[config.mk]
export PLATFORM = sky130hd
export DESIGN_NAME = cbm2_keyboard
export DESIGN_NICKNAME = d
export VERILOG_FILES = /design/src/rtl/cbm2_keyboard.sv
export SDC_FILE = /design/constraint.sdc
export NUM_CORES = 1
export LEC_CHECK = 0
export CORE_MARGIN = 8
export CORE_UTILIZATION = 55
export DETAILED_ROUTE_END_ITERATION = 8
export PLACE_DENSITY = 0.74
export SLEW_MARGIN = 20
export SYNTH_ARGS = -nofsm -noshare
export SYNTH_HDL_FRONTEND = slang
export SYNTH_SLANG_ARGS = --single-unit
[constraint.sdc]
create_clock -name clk_sys -period 4.9 [get_ports clk_sys]
set_clock_uncertainty 0.05 [all_clocks]
set_input_delay 1.225 -clock clk_sys [delete_from_list [all_inputs] [get_ports clk_sys]]
set_output_delay 1.225 -clock clk_sys [all_outputs]
set_load 0.05 [all_outputs]
[src/rtl/cbm2_keyboard.sv]
// rtl/cbm2_keyboard.sv - CBM-II keyboard matrix emulator (ps2_key -> 16x6 matrix), optional CBM2_SHIFTLOCK_EN
module cbm2_keyboard #(
  parameter int unsigned HOLD_CYCLES = 655360
) (
  input  logic        clk_sys,
  input  logic        reset,
  input  logic [10:0] ps2_key,
  input  logic [15:0] col_n,
  output logic [5:0]  row_n,
  output logic        shiftlock
);

  localparam logic [1:0]  ST_IDLE   = 2'd0;
  localparam logic [1:0]  ST_LOOKUP = 2'd1;
  localparam logic [1:0]  ST_APPLY  = 2'd2;
  localparam logic [19:0] HOLD_LOAD = 20'(HOLD_CYCLES);

  logic [1:0]        state_q, state_d;
  logic              last_tgl_q, last_tgl_d;
  logic              press_q, press_d;
  logic [8:0]        addr_q, addr_d;
  logic [7:0]        rom_q;
  logic [15:0][5:0]  key_q, key_d;
  logic [3:0]        hold_col_q, hold_col_d;
  logic [2:0]        hold_row_q, hold_row_d;
  logic [19:0]       hold_cnt_q, hold_cnt_d;
  logic              rel_pending_q, rel_pending_d;
  logic [5:0]        row_n_q, row_n_d;

  logic              map_ok;
  logic [3:0]        map_col;
  logic [2:0]        map_row;

  // Keymap contents: {valid, row[2:0], col[3:0]} indexed by {E0, scancode}
  function automatic logic [7:0] keymap(input logic [8:0] addr);
    case (addr)
      9'h01C:  keymap = 8'h92;  // A       -> col 2, row 1
      9'h012:  keymap = 8'hC8;  // L-Shift -> col 8, row 4
      9'h058:  keymap = 8'hB1;  // Caps    -> col 1, row 3 (Shift-Lock)
      9'h029:  keymap = 8'h84;  // Space   -> col 4, row 0
      default: keymap = 8'h00;
    endcase
  endfunction

  assign map_row = rom_q[6:4];
  assign map_col = rom_q[3:0];
  assign map_ok  = rom_q[7] && (map_row <= 3'd5);

`ifdef CBM2_SHIFTLOCK_EN
  localparam logic [8:0] SL_ADDR = 9'h058;
  logic shiftlock_q, shiftlock_d;
  logic sl_hit;
  assign sl_hit    = (addr_q == SL_ADDR);
  assign shiftlock = shiftlock_q;
`else
  assign shiftlock = 1'b0;
`endif

  // Synchronous keymap ROM read; data is valid the cycle after the address latches
  always_ff @(posedge clk_sys) begin
    rom_q <= keymap(addr_q);
  end

  // Event FSM, hold-slot countdown and matrix update (expiry first, then the event)
  always_comb begin
    state_d       = state_q;
    last_tgl_d    = last_tgl_q;
    press_d       = press_q;
    addr_d        = addr_q;
    key_d         = key_q;
    hold_col_d    = hold_col_q;
    hold_row_d    = hold_row_q;
    hold_cnt_d    = hold_cnt_q;
    rel_pending_d = rel_pending_q;
`ifdef CBM2_SHIFTLOCK_EN
    shiftlock_d   = shiftlock_q;
`endif

    if (hold_cnt_q != 20'd0) begin
      hold_cnt_d = hold_cnt_q - 20'd1;
      if (hold_cnt_q == 20'd1 && rel_pending_q) begin
        key_d[hold_col_q][hold_row_q] = 1'b0;
        rel_pending_d = 1'b0;
      end
    end

    case (state_q)
      ST_IDLE: begin
        if (ps2_key[10] != last_tgl_q) begin
          last_tgl_d = ps2_key[10];
          press_d    = ps2_key[9];
          addr_d     = ps2_key[8:0];
          state_d    = ST_LOOKUP;
        end
      end
      ST_LOOKUP: state_d = ST_APPLY;
      ST_APPLY: begin
        state_d = ST_IDLE;
`ifdef CBM2_SHIFTLOCK_EN
        if (sl_hit) begin
          if (press_q) begin
            shiftlock_d = ~shiftlock_q;
            key_d[1][3] = ~shiftlock_q;
          end
        end else
`endif
        if (map_ok) begin
          if (press_q) begin
            if (rel_pending_d) key_d[hold_col_q][hold_row_q] = 1'b0;
            key_d[map_col][map_row] = 1'b1;
            hold_col_d    = map_col;
            hold_row_d    = map_row;
            hold_cnt_d    = HOLD_LOAD;
            rel_pending_d = 1'b0;
          end else if (map_col == hold_col_q && map_row == hold_row_q && hold_cnt_d != 20'd0) begin
            rel_pending_d = 1'b1;
          end else begin
            key_d[map_col][map_row] = 1'b0;
          end
        end
      end
      default: state_d = ST_IDLE;
    endcase
  end

  // Row return: OR of every selected column, inverted to active low
  always_comb begin
    logic [5:0] acc;
    acc = 6'd0;
    for (int c = 0; c < 16; c++) begin
      if (!col_n[c]) acc = acc | key_q[c];
    end
    row_n_d = ~acc;
  end

  // State registers; reset resyncs the toggle so no phantom event fires
  always_ff @(posedge clk_sys) begin
    if (reset) begin
      state_q       <= ST_IDLE;
      last_tgl_q    <= ps2_key[10];
      press_q       <= 1'b0;
      addr_q        <= 9'd0;
      key_q         <= '0;
      hold_col_q    <= 4'd0;
      hold_row_q    <= 3'd0;
      hold_cnt_q    <= 20'd0;
      rel_pending_q <= 1'b0;
      row_n_q       <= 6'h3F;
`ifdef CBM2_SHIFTLOCK_EN
      shiftlock_q   <= 1'b0;
`endif
    end else begin
      state_q       <= state_d;
      last_tgl_q    <= last_tgl_d;
      press_q       <= press_d;
      addr_q        <= addr_d;
      key_q         <= key_d;
      hold_col_q    <= hold_col_d;
      hold_row_q    <= hold_row_d;
      hold_cnt_q    <= hold_cnt_d;
      rel_pending_q <= rel_pending_d;
      row_n_q       <= row_n_d;
`ifdef CBM2_SHIFTLOCK_EN
      shiftlock_q   <= shiftlock_d;
`endif
    end
  end

  assign row_n = row_n_q;

endmodule

==> results of run 1 <==
## layer usage
layer	part of all wire	up-vias	GRT usage
li1	-	2802	-
met4	0.015	0	0.08887
met3	0.063	32	0.05241
met2	0.48	234	0.3639
met1	0.44	2792	0.2658
met5	0	-	0
## kinds of logic after synthesis
group | count (synthesis) | share of synthesized area
AND/OR/NAND/NOR | 337 | 0.2647
AO/OA/AOI/OAI | 183 | 0.2140
flip-flops | 147 | 0.4349
buffers and inverters | 64 | 0.04110
XOR/XNOR | 19 | 0.02451
multiplexers | 10 | 0.01474
adder cells (fa/ha/maj) | 3 | 0.005530
other | 1 | 0.0005524
## final cells by class
type	instances	area share
clock inverter	7	0.01598
inverter	23	0.01113
timing repair buffer	37	0.04647
clock buffer	22	0.06245
multi-input combinational	553	0.4594
tap	147	0.02372
sequential	147	0.3808
## cells in the mapped netlist (all sizes together) (4+ instances only)
cell type	instances
o211ai	5
nor2	70
xor2	6
nand3b	6
a21oi	20
nand4	5
o21a	9
clkbuf	35
and3	7
or3	12
and2	6
xnor2	13
nor2b	84
a2111oi	4
a31o	6
mux2i	10
o21ai	27
a211oi	14
nand3	23
nand2	60
dfxtp	146
a31oi	4
inv	23
buf	6
a41oi	9
nor4	9
a221oi	22
a22o	23
a32o	4
a21o	9
nand2b	6
nor3	30
## worst max-delay path by stage
stage / start / end / slack [ps] / cells past startpoint
floorplan: hold_cnt_q[3] / key_q[64] / 2320 / 9
CTS: hold_cnt_q[2] / key_q[32] / 1620 / 7
global placement: hold_cnt_q[2] / key_q[33] / 1770 / 7
detailed placement: hold_cnt_q[2] / key_q[32] / 1660 / 7
finish: hold_cnt_q[2] / key_q[32] / 1570 / 7
global route: hold_cnt_q[2] / key_q[32] / 1360 / 7
## layout by cell type, fill, tap and decap left out, types with 4 or more instances in the layout
cell type	instances
dfxtp_1	146
nor2b_1	84
nor2_1	70
nand2_1	60
clkdlybuf4s50_1	33
nor3_1	30
inv_1	23
a22o_1	23
nand3_1	22
a221oi_1	22
a21oi_1	20
o21ai_0	19
clkbuf_16	17
xnor2_1	13
or3_1	12
a211oi_1	12
mux2i_1	10
o21a_1	9
a41oi_1	9
a21o_1	9
nor4_1	7
and3_1	7
o21ai_2	7
nand2b_1	6
nand3b_1	6
xor2_1	6
a31o_2	6
and2_1	5
nand4_1	4
a2111oi_0	4
a31oi_1	4
a32o_1	4
clkbuf_8	4
buf_4	4
## critical path, delay by kind of cell, from the launching register on
family / cells / cell delay (ps)
AOI/OAI and AO/OA: 3 / 1130
and+or+nand+nor: 4 / 1580
DFF: 1 / 410
## where the power goes
group	switching [mW]	total [mW]	internal [mW]
Clock	0.487	1.34	0.849
Sequential	0.107	1.38	1.27
Combinational	0.525	0.853	0.329
## metrics by stage
stage	setup slack (ps)	total power, mW
after detailed placement	1663	2.230
after global placement	1771	2.212
after CTS	1624	3.575
after global routing	1363	3.740
after floorplan	2320	2.057
final	1572	3.569
## state kept, by name, indices dropped and copies added (netlist names)
register and cells:
hold_col_q 4, state_q 2, row_n 6, key_q 96, hold_row_q 1, addr_q 9
last_tgl_q 1, hold_cnt_q 20, press_q 1, rom_q 6, rel_pending_q 1
==> flow_summary.toml, run 1 <==
[run_status]
outcome = "finished, final reports clean"

[synth]
synth-main-ff-cell = "dfxtp_1"
synth_top_area_frac = 0.4305
postSynthAreaPerCell_um2 = 8.886
synthTopCellsByArea = "dfxtp_1 (43%), nor2b_1 (7.7%), nor2_1 (3.9%)"
syn_inst = 764
synth_largest_area_cell = "dfxtp_1"
synth_edf_count = 1
synthArstFlopShare = 0
synth_cell_types = 74
syn_area_mm2 = 0.006789
ys_warn_count = 0
ys_ff_latch = 147
synth_fp_nets = 796
yosysSeqAreaShare = 0.4349

[worst_setup_path]
timing_worst_setup_path_type = "reg -> reg"
worst_setup_path_start_kind = "flip-flop"
slowest_delay_ps = 620
worstPathMaxFanout = 19
cp-end-kind = "flip-flop"
cpMaxStageDelayCell = "o21bai_4"
cp_data_required_time_ps = 5110
ff2ff_setup_slack_ps = 1570
cp_cell_sequence = "nor4_4 -> and4_1 -> nand3_1 -> o311ai_0 -> nand4_2 -> o21bai_4 -> a41oi_1"
rr_worst_depth = 7
r2r-end = "key_q[32]"
arrival_ps = 3540
rr_startpoint = "hold_cnt_q[2]"

[floorplanning]
die_y_um = 127.1
start_util = 0.5652
die_x_um = 127.1
dieArea_mm2 = 0.01615
rows = 40
fp.coreArea_mm2 = 0.01201
io_pins = 36

[min_path]
whs_path_depth = 1
min-delay-start = "state_q[1]"
worstHoldEndpoint = "state_q[1]"
hp-class = "reg -> reg"

[grt]
grt_usage = 0.2185
grt_pass1_vias = 5676
antenna_found_initial = 0
grt_max_degree = 78
globalRoute.totalOverflow = 0
grt_pass1_wl_um = 28370

[finish]
area_growth_pct = 14.21
register_area_mm2 = 0.002953
layout.cells.non_filler = 936
drive_gt1_frac = 0.07605
nFillCells = 1006
fin_area_mm2 = 0.007754
nets = 811
antenna_cells = 0
fin_util = 0.6455
multi_input_area_mm2 = 0.003562

[sta]
hold_viol = 0
finalCriticalPeriod_ps = 3328
relSlewSlack = 0.4288
rsz0062_at_grt = "false"
slew_violations = 0
tns_ps = 0
worst_pin_slew_ps = 850.3
fmax_mhz = 300.5
holdWs_ps = 411.1
setup_viol = 0
post-route-period-util = 0.6791

[clock_tree]
clkTransAtPathRegs_ps = 60
htreeDepth = 4
clkLatencyLatePin_ps = 430
cts_num_sinks = 147
ctsResizeCount = 0
cts_tree = "yes"
cts_root_buffer = "clkbuf_16"
cts_max_path_buffers = 2
numCtsBuffers = 17
cts_hold_buffers = 0
post_cts_buffers = 0

[placement]
hpwl_um = 12210
gp_congestion = 0.9224
post-place-cells = 907
io_buffers = 34
place_area_mm2 = 0.007146

[routing]
first_iter_violations = 629
vias = 5860
drt_pass1_iterations = 6
wirelength_um = 17550
drt.antenna.violating_nets = 0
drc = 0
wl_per_cell_um = 18.75
viasPerCell = 6.261

[flow_run]
maxCapViolations = 0

[power_and_ir_drop]
ir_drop_mv = 0.4165
p_leak_nw = 2.852
power.density_mw_per_mm2 = 460.2
Note: power is estimated with default switching activity, not from simulation.
==> run 2, diff against run 1 <==
--- a/config.mk
+++ b/config.mk
@@ -6,9 +6,9 @@
 export NUM_CORES = 1
 export LEC_CHECK = 0
 export CORE_MARGIN = 8
-export CORE_UTILIZATION = 55
+export CORE_UTILIZATION = 54
 export DETAILED_ROUTE_END_ITERATION = 8
-export PLACE_DENSITY = 0.74
+export PLACE_DENSITY = 0.76
 export SLEW_MARGIN = 20
 export SYNTH_ARGS = -nofsm -noshare
 export SYNTH_HDL_FRONTEND = slang
==> constraint.sdc (replaced) <==
create_clock -name clk_sys -period 2.85 [get_ports clk_sys]
set_clock_uncertainty 0.05 [all_clocks]
set_input_delay 0.7125 -clock clk_sys [delete_from_list [all_inputs] [get_ports clk_sys]]
set_output_delay 0.7125 -clock clk_sys [all_outputs]
set_load 0.05 [all_outputs]
==> run 2 against run 1 <==
  * Combinational power increased by 98%
  * Clock power increased by 73%
  * Sequential power grew 72%
  * Clock-buffer cell count is 3 lower
  * Critical path type unchanged
  * Largest power group unchanged
==> flow_summary.toml, run 2 (same netlist as run 1, synthesis figures left out) <==
[run_status]
outcome = "finished, final reports clean"

[floorplanning]
dieArea_mm2 = 0.01642
die_y_um = 128.1
rows = 41
fp.coreArea_mm2 = 0.01247
io_pins = 36
start_util = 0.5446
die_x_um = 128.1

[routing]
wl_per_cell_um = 18.65
drc = 0
viasPerCell = 6.030
drt_pass1_iterations = 6
wirelength_um = 18520
vias = 5988
drt.antenna.violating_nets = 0
first_iter_violations = 730

[grt]
globalRoute.totalOverflow = 0
grt_max_degree = 79
top_usage_layer = "met2"
grt_pass1_vias = 5840
grt.met3_usage = 0.06531
grt_usage = 0.2332
antenna_found_initial = 0
use_met2 = 0.3777
grt_use_met1 = 0.2919
grt_pass1_wl_um = 30190

[finish]
drive_gt1_frac = 0.1133
final_common_cell = "dfxtp_1"
antenna_cells = 0
reg.largest.list = "key_q: 96 flops, hold_cnt_q: 20 flops, addr_q: 9 flops"
top_register = "key_q"
final_cell_mix = "dfxtp_1 (146), nor2b_1 (84), nor2_1 (70)"
area_growth_pct = 18.19
fin_area_mm2 = 0.008024
nFillCells = 1033
nets = 840
register_area_mm2 = 0.002953
largest_reg_flops = 96
multi_input_area_mm2 = 0.003565

[sta]
relSlewSlack = 0.4177
worst_pin_slew_ps = 870.3
rsz0062_at_grt = "false"
fmax_mhz = 380.8
setup_viol = 0
post-route-period-util = 0.9215
tns_ps = 0
slew_violations = 0
hold_viol = 0
finalCriticalPeriod_ps = 2626

[clock_tree]
cts_max_path_buffers = 2
cts_tree = "yes"
cts_num_sinks = 147
numCtsBuffers = 17
htreeDepth = 4
clkTransAtPathRegs_ps = 60
cts_root_buffer = "clkbuf_16"
clkLatencyLatePin_ps = 430

[placement]
gp_congestion = 0.9007
hpwl_um = 13190
io_buffers = 34
place_area_mm2 = 0.007392

[worst_setup_path]
path_delay_family = "compound AO/OA/AOI/OAI gates"
timing_worst_setup_path_type = "reg -> reg"
worst_setup_path_start_kind = "flip-flop"
worstPathMaxFanout = 17
arrival_ps = 2870
cp_cell_sequence = "a21o_1 -> nor2_1 -> o21ai_0 -> o21ai_0 -> a21o_1 -> a41oi_1"
cp_data_required_time_ps = 3090
cpMaxStageDelayCell = "nor2_1"
crit_buf_inv = 0
slowest_delay_ps = 660
cp-end-kind = "flip-flop"

[power_and_ir_drop]
ir_drop_mv = 0.7735
power.density_mw_per_mm2 = 795.8
p_leak_nw = 2.996
power.total_mw = 6.386

[min_path]
hp-class = "reg -> reg"

[flow_run]
maxCapViolations = 0
[run 2: path summary, 6_finish.rpt]
| path | depth (start not counted) | startpoint | slack [ps] | end |
|---|---|---|---|---|
| worst max-delay path | 6 | rom_q[6] | 220 | key_q[25] |
| worst min-delay path | 1 | state_q[1] | 410 | state_q[1] |
| worst max register to register | 6 | rom_q[6] | 220 | key_q[25] |
| worst min register to register | 1 | state_q[1] | 410 | state_q[1] |
[run 2: through the flow]
step | hold WS, ps | util | std cells | setup slack (ps)
finish | 405.9 | 0.6437 | 993 | 223.7
global route | 413.1 | 0.6437 | 993 | 73.41
CTS | 407.9 | 0.6423 | 991 | 151.5
detailed placement | 392.0 | 0.5930 | 959 | 165.4
global placement | 377.9 | 0.5930 | 959 | 259.9
floorplan | 364.9 | - | 764 | 269.9
[run 2: power breakdown]
part / internal (mW) / leakage (nW) / total, mW / switching (mW)
Combinational: 0.735 / 1.51 / 1.69 / 0.956
Sequential: 2.19 / 1.19 / 2.37 / 0.184
Clock: 1.41 / 0.297 / 2.32 / 0.910
[run 2: area by class of cell]
type	instances	share of cell area
clock inverter	13	0.02136
sequential	147	0.3680
clock buffer	19	0.05520
inverter	23	0.01076
tap	172	0.02682
multi-input combinational	553	0.4443
timing repair buffer	66	0.07360
[run 2: routing by layer]
layer | vias up | part of all wire
li1 | 2851 | -
met1 | 2857 | 0.44
met2 | 247 | 0.47
met3 | 33 | 0.074
met4 | 0 | 0.016
met5 | - | 0
[run 2: timing repair]
action / in CTS / in global routing
endpoints found under the hold margin: 0 / 0
hold buffers: 0 / 0
buffers inserted: 0 / 2
resized for setup: 0 / 1
setup endpoints to repair: 0 / 3
